==> config.mk <==
export PLATFORM = sky130hd
export DESIGN_NAME = alu_seq
export DESIGN_NICKNAME = d
export VERILOG_FILES = /design/src/rtl/alu_pkg.sv /design/src/rtl/alu_iter_unit.sv /design/src/rtl/alu_seq.sv
export SDC_FILE = /design/constraint.sdc
export NUM_CORES = 1
export LEC_CHECK = 0
export BUFFER_PORTS_ARGS = -buffer_cell sky130_fd_sc_hd__buf_2
export CAP_MARGIN = 5
export CORE_ASPECT_RATIO = 0.5
export CORE_MARGIN = 3
export CORE_UTILIZATION = 35
export CTS_BUF_LIST = sky130_fd_sc_hd__clkbuf_4
export DETAILED_ROUTE_END_ITERATION = 10
export PLACE_DENSITY = 0.62
export SYNTH_ARGS = -nofsm -noshare
export SYNTH_HDL_FRONTEND = slang
export SYNTH_SLANG_ARGS = --single-unit
==> constraint.sdc <==
create_clock -name clk -period 5.4 [get_ports clk]
set_input_delay 0.54 -clock clk [delete_from_list [all_inputs] [get_ports clk]]
set_output_delay 0.54 -clock clk [all_outputs]
set_load 0.05 [all_outputs]
==> src/rtl/alu_pkg.sv <==
// Shared ALU encodings: op codes, FSM state type and the divide-by-zero fill.
package alu_pkg;

    typedef enum logic [2:0] {
        OP_AND  = 3'b000,
        OP_OR   = 3'b001,
        OP_ADD  = 3'b010,
        OP_SUB  = 3'b011,
        OP_XOR  = 3'b100,
        OP_SLT  = 3'b101,
        OP_MUL  = 3'b110,
        OP_DIVU = 3'b111
    } alu_op_t;

    typedef logic [1:0] state_t;

    localparam state_t ST_IDLE = 2'd0;
    localparam state_t ST_ITER = 2'd1;
    localparam state_t ST_DONE = 2'd2;

    // Every bit of a divide-by-zero quotient takes this value.
    localparam logic DIV0_FILL = 1'b1;

endpackage

==> src/rtl/alu_iter_unit.sv <==
// Shared iterative datapath: shift-add multiply (mode 0) or restoring divide (mode 1).
module alu_iter_unit #(
    parameter int WIDTH = 16
) (
    input  logic             clk,
    input  logic             rst_n,
    input  logic             load,
    input  logic             mode,
    input  logic             step,
    input  logic [WIDTH-1:0] a,
    input  logic [WIDTH-1:0] b,
    output logic [WIDTH-1:0] out,
    output logic             hi_nz,
    output logic             last
);

    localparam int CW = $clog2(WIDTH + 1);

    logic [2*WIDTH-1:0] acc;
    logic [2*WIDTH-1:0] acc_nxt;
    logic [WIDTH-1:0]   b_q;
    logic               mode_q;
    logic [CW-1:0]      cnt;
    logic [WIDTH:0]     mul_sum;
    logic [WIDTH:0]     div_top;
    logic [WIDTH:0]     div_diff;

    // Both modes start from {0, a}; multiply shifts right, divide shifts left.
    // The partial remainder never exceeds b-1, so the W+1-bit difference MSB is a clean borrow.
    always_comb begin
        mul_sum  = {1'b0, acc[2*WIDTH-1:WIDTH]} + (acc[0] ? {1'b0, b_q} : '0);
        div_top  = acc[2*WIDTH-1:WIDTH-1];
        div_diff = div_top - {1'b0, b_q};
        if (!mode_q)
            acc_nxt = {mul_sum, acc[WIDTH-1:1]};
        else if (!div_diff[WIDTH])
            acc_nxt = {div_diff[WIDTH-1:0], acc[WIDTH-2:0], 1'b1};
        else
            acc_nxt = {div_top[WIDTH-1:0], acc[WIDTH-2:0], 1'b0};
    end

    always_ff @(posedge clk or negedge rst_n) begin
        if (!rst_n) begin
            acc    <= '0;
            b_q    <= '0;
            mode_q <= 1'b0;
            cnt    <= '0;
        end else if (load) begin
            acc    <= {{WIDTH{1'b0}}, a};
            b_q    <= b;
            mode_q <= mode;
            cnt    <= CW'(WIDTH);
        end else if (step) begin
            acc <= acc_nxt;
            cnt <= cnt - 1'b1;
        end
    end

    // Output is the post-step value so the final step and the result load share one edge.
    assign out   = acc_nxt[WIDTH-1:0];
    assign hi_nz = |acc_nxt[2*WIDTH-1:WIDTH];
    assign last  = (cnt == CW'(1));

endmodule

==> src/rtl/alu_seq.sv <==
// Handshaked execute-stage ALU: single-pass logic/arith ops plus iterative MUL/DIVU.
module alu_seq
    import alu_pkg::*;
#(
    parameter int WIDTH = 16
) (
    input  logic             clk,
    input  logic             rst_n,
    input  logic             start,
    input  logic [2:0]       op,
    input  logic [WIDTH-1:0] a,
    input  logic [WIDTH-1:0] b,
    output logic             busy,
    output logic             done,
    output logic [WIDTH-1:0] result,
    output logic             zero,
    output logic             carry,
    output logic             overflow
);

    state_t           state;
    alu_op_t          op_e;
    logic [WIDTH:0]   sum;
    logic [WIDTH:0]   dif;
    logic [WIDTH-1:0] sp_res;
    logic             sp_carry;
    logic             sp_ovf;
    logic             is_iter;
    logic             accept;
    logic             it_mode;
    logic [WIDTH-1:0] it_out;
    logic             it_hi_nz;
    logic             it_last;

    assign op_e   = alu_op_t'(op);
    assign accept = (state == ST_IDLE) && start;
    // DIVU by zero skips iteration and completes like a single-pass op.
    assign is_iter = (op_e == OP_MUL) || ((op_e == OP_DIVU) && (b != '0));

    always_comb begin
        sum      = {1'b0, a} + {1'b0, b};
        dif      = {1'b0, a} - {1'b0, b};
        sp_res   = '0;
        sp_carry = 1'b0;
        sp_ovf   = 1'b0;
        case (op_e)
            OP_AND: sp_res = a & b;
            OP_OR:  sp_res = a | b;
            OP_XOR: sp_res = a ^ b;
            OP_ADD: begin
                sp_res   = sum[WIDTH-1:0];
                sp_carry = sum[WIDTH];
                sp_ovf   = (a[WIDTH-1] == b[WIDTH-1]) && (sum[WIDTH-1] != a[WIDTH-1]);
            end
            OP_SUB: begin
                sp_res   = dif[WIDTH-1:0];
                sp_carry = dif[WIDTH];
                sp_ovf   = (a[WIDTH-1] != b[WIDTH-1]) && (dif[WIDTH-1] != a[WIDTH-1]);
            end
            OP_SLT: sp_res = {{(WIDTH-1){1'b0}}, ($signed(a) < $signed(b))};
            default: begin
                sp_res   = {WIDTH{DIV0_FILL}};
                sp_carry = 1'b1;
            end
        endcase
    end

    alu_iter_unit #(.WIDTH(WIDTH)) u_iter (
        .clk   (clk),
        .rst_n (rst_n),
        .load  (accept && is_iter),
        .mode  (op_e == OP_DIVU),
        .step  (state == ST_ITER),
        .a     (a),
        .b     (b),
        .out   (it_out),
        .hi_nz (it_hi_nz),
        .last  (it_last)
    );

    logic mode_div;
    assign it_mode = mode_div;

    always_ff @(posedge clk or negedge rst_n) begin
        if (!rst_n) begin
            state    <= ST_IDLE;
            busy     <= 1'b0;
            done     <= 1'b0;
            result   <= '0;
            zero     <= 1'b0;
            carry    <= 1'b0;
            overflow <= 1'b0;
            mode_div <= 1'b0;
        end else begin
            case (state)
                ST_IDLE: begin
                    done <= 1'b0;
                    if (start) begin
                        busy     <= 1'b1;
                        mode_div <= (op_e == OP_DIVU);
                        if (is_iter) begin
                            state <= ST_ITER;
                        end else begin
                            state    <= ST_DONE;
                            done     <= 1'b1;
                            result   <= sp_res;
                            zero     <= (sp_res == '0);
                            carry    <= sp_carry;
                            overflow <= sp_ovf;
                        end
                    end
                end
                ST_ITER: begin
                    if (it_last) begin
                        state    <= ST_DONE;
                        done     <= 1'b1;
                        result   <= it_out;
                        zero     <= (it_out == '0);
                        carry    <= it_mode ? 1'b0 : it_hi_nz;
                        overflow <= 1'b0;
                    end
                end
                default: begin
                    state <= ST_IDLE;
                    done  <= 1'b0;
                    busy  <= 1'b0;
                end
            endcase
        end
    end

endmodule

==> results of run 1 <==
[layout by cell type, fill, tap and decap left out, types with 6 or more instances in the layout]
cell	synthesis	layout
o21a_1	8	8
clkbuf_4	0	10
ha_1	87	87
nor2b_1	11	11
a31oi_1	9	9
mux2i_1	14	14
nand2b_1	11	10
o211ai_1	11	11
nor3_1	23	23
xor2_1	14	14
and3_1	7	7
o221ai_1	11	11
xnor2_1	23	23
nor4_1	9	9
o31ai_1	13	13
a21oi_1	77	77
nand4_1	6	6
a21o_1	19	19
buf_4	0	10
o21ai_0	92	92
and2_1	16	16
a211oi_1	24	24
nor2_1	66	66
nand2_1	108	108
buf_2	2	57
o22ai_1	16	16
a31o_2	7	7
inv_1	87	87
o21bai_1	6	6
dfrtp_1	78	77
nand3_1	27	27
[cells by family after synthesis]
family | count (synthesis) | synth area share, %
flops | 78 | 24.5
buf+inv | 138 | 6.54
compound gates | 348 | 28.4
mux | 16 | 2.09
simple gates | 319 | 19.7
fa+ha+maj | 91 | 14.7
xor+xnor | 37 | 4.07
[layer usage]
| layer | GRT usage, % | up-vias | routed length, um | part of all wire, % |
|---|---|---|---|---|
| met5 | 0 | - | 0 | 0 |
| met4 | 5.39 | 0 | 568 | 2.2 |
| met3 | 3.06 | 46 | 1560 | 6.0 |
| met2 | 34.4 | 293 | 12000 | 46 |
| met1 | 29.8 | 3872 | 12200 | 46 |
| li1 | - | 3770 | - | - |
[through the flow]
step | hold WS, ns | total power, W | setup WS (ns) | instances | cell area [um^2]
3_3_place_gp | 0.464 | 0.00434 | 1.24 | 1344 | 8510
3_5_place_dp | 0.462 | 0.00438 | 1.30 | 1344 | 8510
4_1_cts | 0.315 | 0.00481 | 1.35 | 1361 | 8680
6_report | 0.333 | 0.00484 | 1.34 | 1361 | 8680
5_1_grt | 0.325 | 0.00524 | 1.13 | 1361 | 8680
2_1_floorplan | 0.244 | 0.00353 | 2.12 | 1027 | 7960
[repair_timing]
| action | CTS | global route |
|---|---|---|
| setup endpoints to repair | 0 | 0 |
| hold buffers | 1 | 0 |
| gates resized for setup | 0 | 0 |
| hold endpoints to repair | 21 | 0 |
[layout make-up]
class / count / area [um^2]
Clock buffer: 10 / 75.1
Clock inverter: 6 / 85.1
Fill cell: 2299 / 13300
Inverter: 88 / 330
Multi-Input combinational cell: 811 / 5490
Sequential cell: 78 / 1950
Tap cell: 300 / 375
Timing Repair Buffer: 68 / 370
[critical path: stages (launching register included)]
cell and delay, ns:
dfrtp_1 0.42, inv_1 0.16, ha_1 0.23, inv_1 0.07, fa_1 0.43, a211oi_1 0.24
o21a_1 0.27, a21o_1 0.19, and4b_4 0.28, o21ai_1 0.30, and3_1 0.34, o31ai_1 0.42
nand4_1 0.18, nor4_2 0.30, a31oi_1 0.11
[path summary, 6_finish.rpt]
| check | from | endpoint | slack, ns |
|---|---|---|---|
| worst min register to register | result[14]$_DFFE_PN0P_ | result[14]$_DFFE_PN0P_ | 0.49 |
| min in group asynchronous | rst_n | u_iter.acc[18]$_DFFE_PN0P_ | 0.49 |
| worst max register to register | u_iter.acc[15]$_DFFE_PN0P_ | carry$_DFFE_PN0P_ | 1.34 |
| max in group asynchronous | rst_n | u_iter.mode_q$_DFFE_PN0P_ | 3.80 |
| worst min-delay path | b[1] | u_iter.b_q[1]$_DFFE_PN0P_ | 0.33 |
| worst max-delay path | u_iter.acc[15]$_DFFE_PN0P_ | carry$_DFFE_PN0P_ | 1.34 |
[sequential cells by signal, summed over array words and instances, names as in the netlist]
name and flops:
u_iter.acc 32, carry 1, result 16, zero 1, it_mode 1, done 1, u_iter.cnt 5, u_iter.mode_q 1
state 2, busy 1, overflow 1, u_iter.b_q 16
[power by group through the flow]
stage / Clock [W] / Sequential, W / Combinational (W)
CTS: 0.000425 / 0.00112 / 0.00326
floorplan: 0 / 0.00126 / 0.00227
detailed placement: 0 / 0.00114 / 0.00324
finish: 0.000420 / 0.00113 / 0.00329
global route: 0.000448 / 0.00116 / 0.00363
global placement: 0 / 0.00113 / 0.00321
==> flow_metrics.env, run 1 <==
export IMPL_rsz0062_at_grt="false"
export IMPL_hold_depth=3
export IMPL_grt_pass1_wl_um=41700
export IMPL_powerDensity_mw_per_mm2=557
export IMPL_setup_violations=0
export IMPL_hold_path_class="in -> reg"
export IMPL_synth_distinct_cells=78
export IMPL_clk_latency_ns=0.48
export IMPL_cp_start_kind="register"
export IMPL_vdd_ir_drop_worst_uv=182
export IMPL_post_cts_buffers=0
export IMPL_dp_final_hpwl_um=20000
export IMPL_p_seq_share_pct=23.3
export IMPL_cts_max_level=3
export IMPL_viasPerCell=5.86
export IMPL_cts_made_buffers=9
export IMPL_slew_viol_final=0
export IMPL_nets=1185
export IMPL_synth_cells=1027
export IMPL_synth_nets=1156
export IMPL_critPathMaxFanout=12
export IMPL_gr_total_overflow=0
export IMPL_p_sw_w=0.00258
export IMPL_synth_commonest_cells="108 x nand2_1, 92 x o21ai_0, 87 x ha_1, 87 x inv_1, 78 x dfrtp_1"
export IMPL_tightest_slew_ns=0.944
export IMPL_crit_path_end_kind="register"
export IMPL_die_area_mm2=0.0247
export IMPL_yosys_area_top_type="dfrtp_1"
export IMPL_path_class="reg -> reg"
export IMPL_diodes=0
export IMPL_initial_utilization_pct=36.1
export IMPL_route_vias_total=7981
export IMPL_syn_area_mm2=0.00796
export IMPL_fmax_mhz=246
export IMPL_wl_per_cell_um=19.3
export IMPL_hold_viol=0
export IMPL_fp_row_count=38
export IMPL_worst_clock_skew_ns=0.0210
export IMPL_ys_flop_type="dfrtp_1"
export IMPL_grt_use_total_pct=21.2
export IMPL_status="completed"
export IMPL_switching_share_pct=53.3
export IMPL_first_iter_violations=838
export IMPL_required_ns=5.76
export IMPL_grt_max_degree=59
export IMPL_antenna_found_initial=0
export IMPL_crit_arrival_ns=4.42
export IMPL_ys_async_sr_fraction_pct=100
export IMPL_finalSetupTns_ns=0
export IMPL_cts_path_max_buffers=2
export IMPL_synth_enable_flop_cells=0
export IMPL_area_growth_pct=9.12
export IMPL_io_pins=59
export IMPL_grt_pass1_vias=7636
export IMPL_cts_root_buffer="clkbuf_4"
export IMPL_post_route_util_pct=39.4
export IMPL_die_h_um=113
export IMPL_relSlewSlack_pct=36.6
export IMPL_p_int_w=0.00226
export IMPL_ys_seq_area_share_pct=24.5
export IMPL_max_cap_violations=0
export IMPL_cts_tree="yes"
export IMPL_cts_sinks=78
export IMPL_min_period_ns=4.06
export IMPL_die_w_um=219
export IMPL_fin_crit_sh_pct=75.3
export IMPL_p_leak_nw=3.93
export IMPL_routed_wl_um=26300
export IMPL_combPwrFrac_pct=68.0
export IMPL_routabilityCongestion=0.942
export IMPL_synth_yosys_warnings=0
export IMPL_p_clk_share_pct=8.7
export IMPL_ant_nets=0
export IMPL_reg2reg_depth=14
export IMPL_first_pass_iters=5
export IMPL_synth_avg_cell_area_um2=7.75
export IMPL_numPortBuffers=58
export IMPL_path_clk_slew_ns=0.14
export IMPL_core_area_mm2=0.0220
export IMPL_post_route_drc_count=0
export IMPL_synth_top_area_share_pct=24.5
export IMPL_netlist_top_cells_area="dfrtp_1 25%, ha_1 14%, o21ai_0 5.8%"
export IMPL_yosysMostFrequentCell="nand2_1"
export IMPL_synth_seq_cells=78
export IMPL_drive_gt1_share_pct=10.3
(Power assumes the default switching activity.)
==> run 2, diff against run 1 <==
Clock period 5.4 ns to 3.9 ns, I/O delays scaled along.
==> flow_metrics.env, run 2 (synthesis gave the netlist of run 1 again) <==
export IMPL_p_seq_share_pct=22.9
export IMPL_dp_cells=1355
export IMPL_worst_clock_skew_ns=0.0212
export IMPL_relSlewSlack_pct=33.0
export IMPL_tightest_slew_ns=1.01
export IMPL_cp_cell_sequence="inv_1 -> ha_1 -> inv_1 -> fa_1 -> a211oi_1 -> o21a_1 -> a21o_1 -> nand4b_1 -> buf_4 -> nand2_1 -> nor3b_1 -> nor4_1 -> nand4_1 -> nor4_2 -> a31oi_1"
export IMPL_crit_arrival_ns=4.00
export IMPL_layout_commonest_cell="nand2_1"
export IMPL_crit_family="simple AND/OR/NAND/NOR gates"
export IMPL_powerDensity_mw_per_mm2=782
export IMPL_r2r_start="u_iter.acc[15]$_DFFE_PN0P_"
export IMPL_worst_slack_ns=0.232
export IMPL_hold_path_class="in -> async"
export IMPL_total_power_w=0.00689
export IMPL_largest_reg_flops=32
export IMPL_layout_cells_non_filler=1372
export IMPL_grt_use_total_pct=21.6
export IMPL_r2r_end="carry$_DFFE_PN0P_"
export IMPL_fmax_mhz=273
export IMPL_gr_total_overflow=0
export IMPL_grt_max_degree=79
export IMPL_status="completed"
export IMPL_routabilityCongestion=0.982
export IMPL_p_clk_share_pct=9.2
export IMPL_min_period_ns=3.67
export IMPL_top_register="u_iter.acc"
export IMPL_cts_path_max_buffers=2
export IMPL_nFillCells=2264
export IMPL_area_growth_pct=10.7
export IMPL_final_cell_mix="108 x nand2_1, 92 x o21ai_0, 87 x inv_1, 87 x ha_1"
export IMPL_die_w_um=219
export IMPL_path_clk_slew_ns=0.13
export IMPL_p_leak_nw=3.99
export IMPL_critPathMaxFanout=5
export IMPL_combPwrFrac_pct=67.9
export IMPL_first_pass_iters=10
export IMPL_diodes=0
export IMPL_finalSetupTns_ns=0
export IMPL_clk_latency_ns=0.46
export IMPL_switching_share_pct=52.9
export IMPL_cts_made_buffers=9
export IMPL_route_vias_total=8012
export IMPL_cp_start_kind="register"
export IMPL_slowest_delay_ns=0.62
export IMPL_cp_common_cell="inv_1"
export IMPL_vdd_ir_drop_worst_uv=290
export IMPL_die_h_um=113
export IMPL_cts_max_level=3
export IMPL_crit_path_end_kind="register"
export IMPL_antenna_found_initial=1
export IMPL_p_int_w=0.00324
export IMPL_first_iter_violations=1025
export IMPL_die_area_mm2=0.0247
export IMPL_cp_num_buf_inv=3
export IMPL_nets=1196
export IMPL_ant_nets=0
export IMPL_max_cap_violations=0
export IMPL_core_area_mm2=0.0220
export IMPL_required_ns=4.23
export IMPL_slew_viol_final=0
export IMPL_post_route_util_pct=40.0
export IMPL_rsz0062_at_grt="false"
export IMPL_reg2reg_depth=15
export IMPL_dp_slack_ns=0.158
export IMPL_cts_tree="yes"
export IMPL_cts_root_buffer="clkbuf_4"
export IMPL_cts_sinks=78
export IMPL_cp_slowest_cell="nor4_1"
export IMPL_reg_top3="u_iter.acc: 32 flops, result: 16 flops, u_iter.b_q: 16 flops"
export IMPL_grt_pass1_vias=7805
export IMPL_setup_violations=0
export IMPL_hold_viol=0
export IMPL_grt_pass1_wl_um=42300
export IMPL_ctsHoldBuffers=0
export IMPL_fp_row_count=38
export IMPL_io_pins=59
export IMPL_viasPerCell=5.84
export IMPL_dp_final_hpwl_um=20600
export IMPL_post_route_drc_count=0
export IMPL_routed_wl_um=26700
export IMPL_initial_utilization_pct=36.1
export IMPL_wl_per_cell_um=19.4
export IMPL_drive_gt1_share_pct=11.5
export IMPL_numPortBuffers=58
export IMPL_p_sw_w=0.00365
export IMPL_rrSetupSlack_ns=0.23
export IMPL_fin_crit_sh_pct=94.1
export IMPL_path_class="reg -> reg"
[run 2: area by class of cell]
type	count	area (um^2)	share of cell area (%)
multi-input cells	811	5510	62.6
flip-flops and latches	78	1950	22.2
repair buffers	79	450	5.11
well taps	300	375	4.26
inverters	88	330	3.75
clock inverters	6	110	1.25
clock buffers	10	75.1	0.852
[run 2: repair_timing]
item | in CTS | in global routing
buffers inserted | 0 | 1
endpoints found under the setup margin | 0 | 1
resized for setup | 0 | 4
[run 2: worst max path at each step]
stage / slack [ns] / end / startpoint / cells after the start
2_1_floorplan: 0.62 / carry$_DFFE_PN0P_ / u_iter.acc[15]$_DFFE_PN0P_ / 14
3_3_place_gp: 0.27 / carry$_DFFE_PN0P_ / u_iter.acc[27]$_DFFE_PN0P_ / 11
3_5_place_dp: 0.16 / carry$_DFFE_PN0P_ / u_iter.acc[27]$_DFFE_PN0P_ / 11
4_1_cts: 0.15 / carry$_DFFE_PN0P_ / u_iter.acc[27]$_DFFE_PN0P_ / 11
5_1_grt: 0.03 / carry$_DFFE_PN0P_ / u_iter.acc[15]$_DFFE_PN0P_ / 15
6_report: 0.23 / carry$_DFFE_PN0P_ / u_iter.acc[15]$_DFFE_PN0P_ / 15
[run 2: power by group through the flow]
stage / Sequential (W) / Combinational, W / Clock, W
floorplan: 0.00174 / 0.00314 / 0
global placement: 0.00157 / 0.00448 / 0
detailed placement: 0.00158 / 0.00452 / 0
CTS: 0.00156 / 0.00455 / 0.000646
global route: 0.00162 / 0.00515 / 0.000680
finish: 0.00158 / 0.00468 / 0.000635
[run 2: per-layer routing]
layer	wire, um	GRT usage (%)
met2	12000	34.6
met1	12200	29.8
met4	584	5.43
met3	1820	4.44
met5	13	0
[run 2: stage by stage]
stage	instance area [um^2]	hold slack [ns]
4_1_cts	8780	0.103
3_5_place_dp	8590	0.465
6_report	8810	0.0619
2_1_floorplan	7960	0.0944
3_3_place_gp	8590	0.459
5_1_grt	8810	0.111
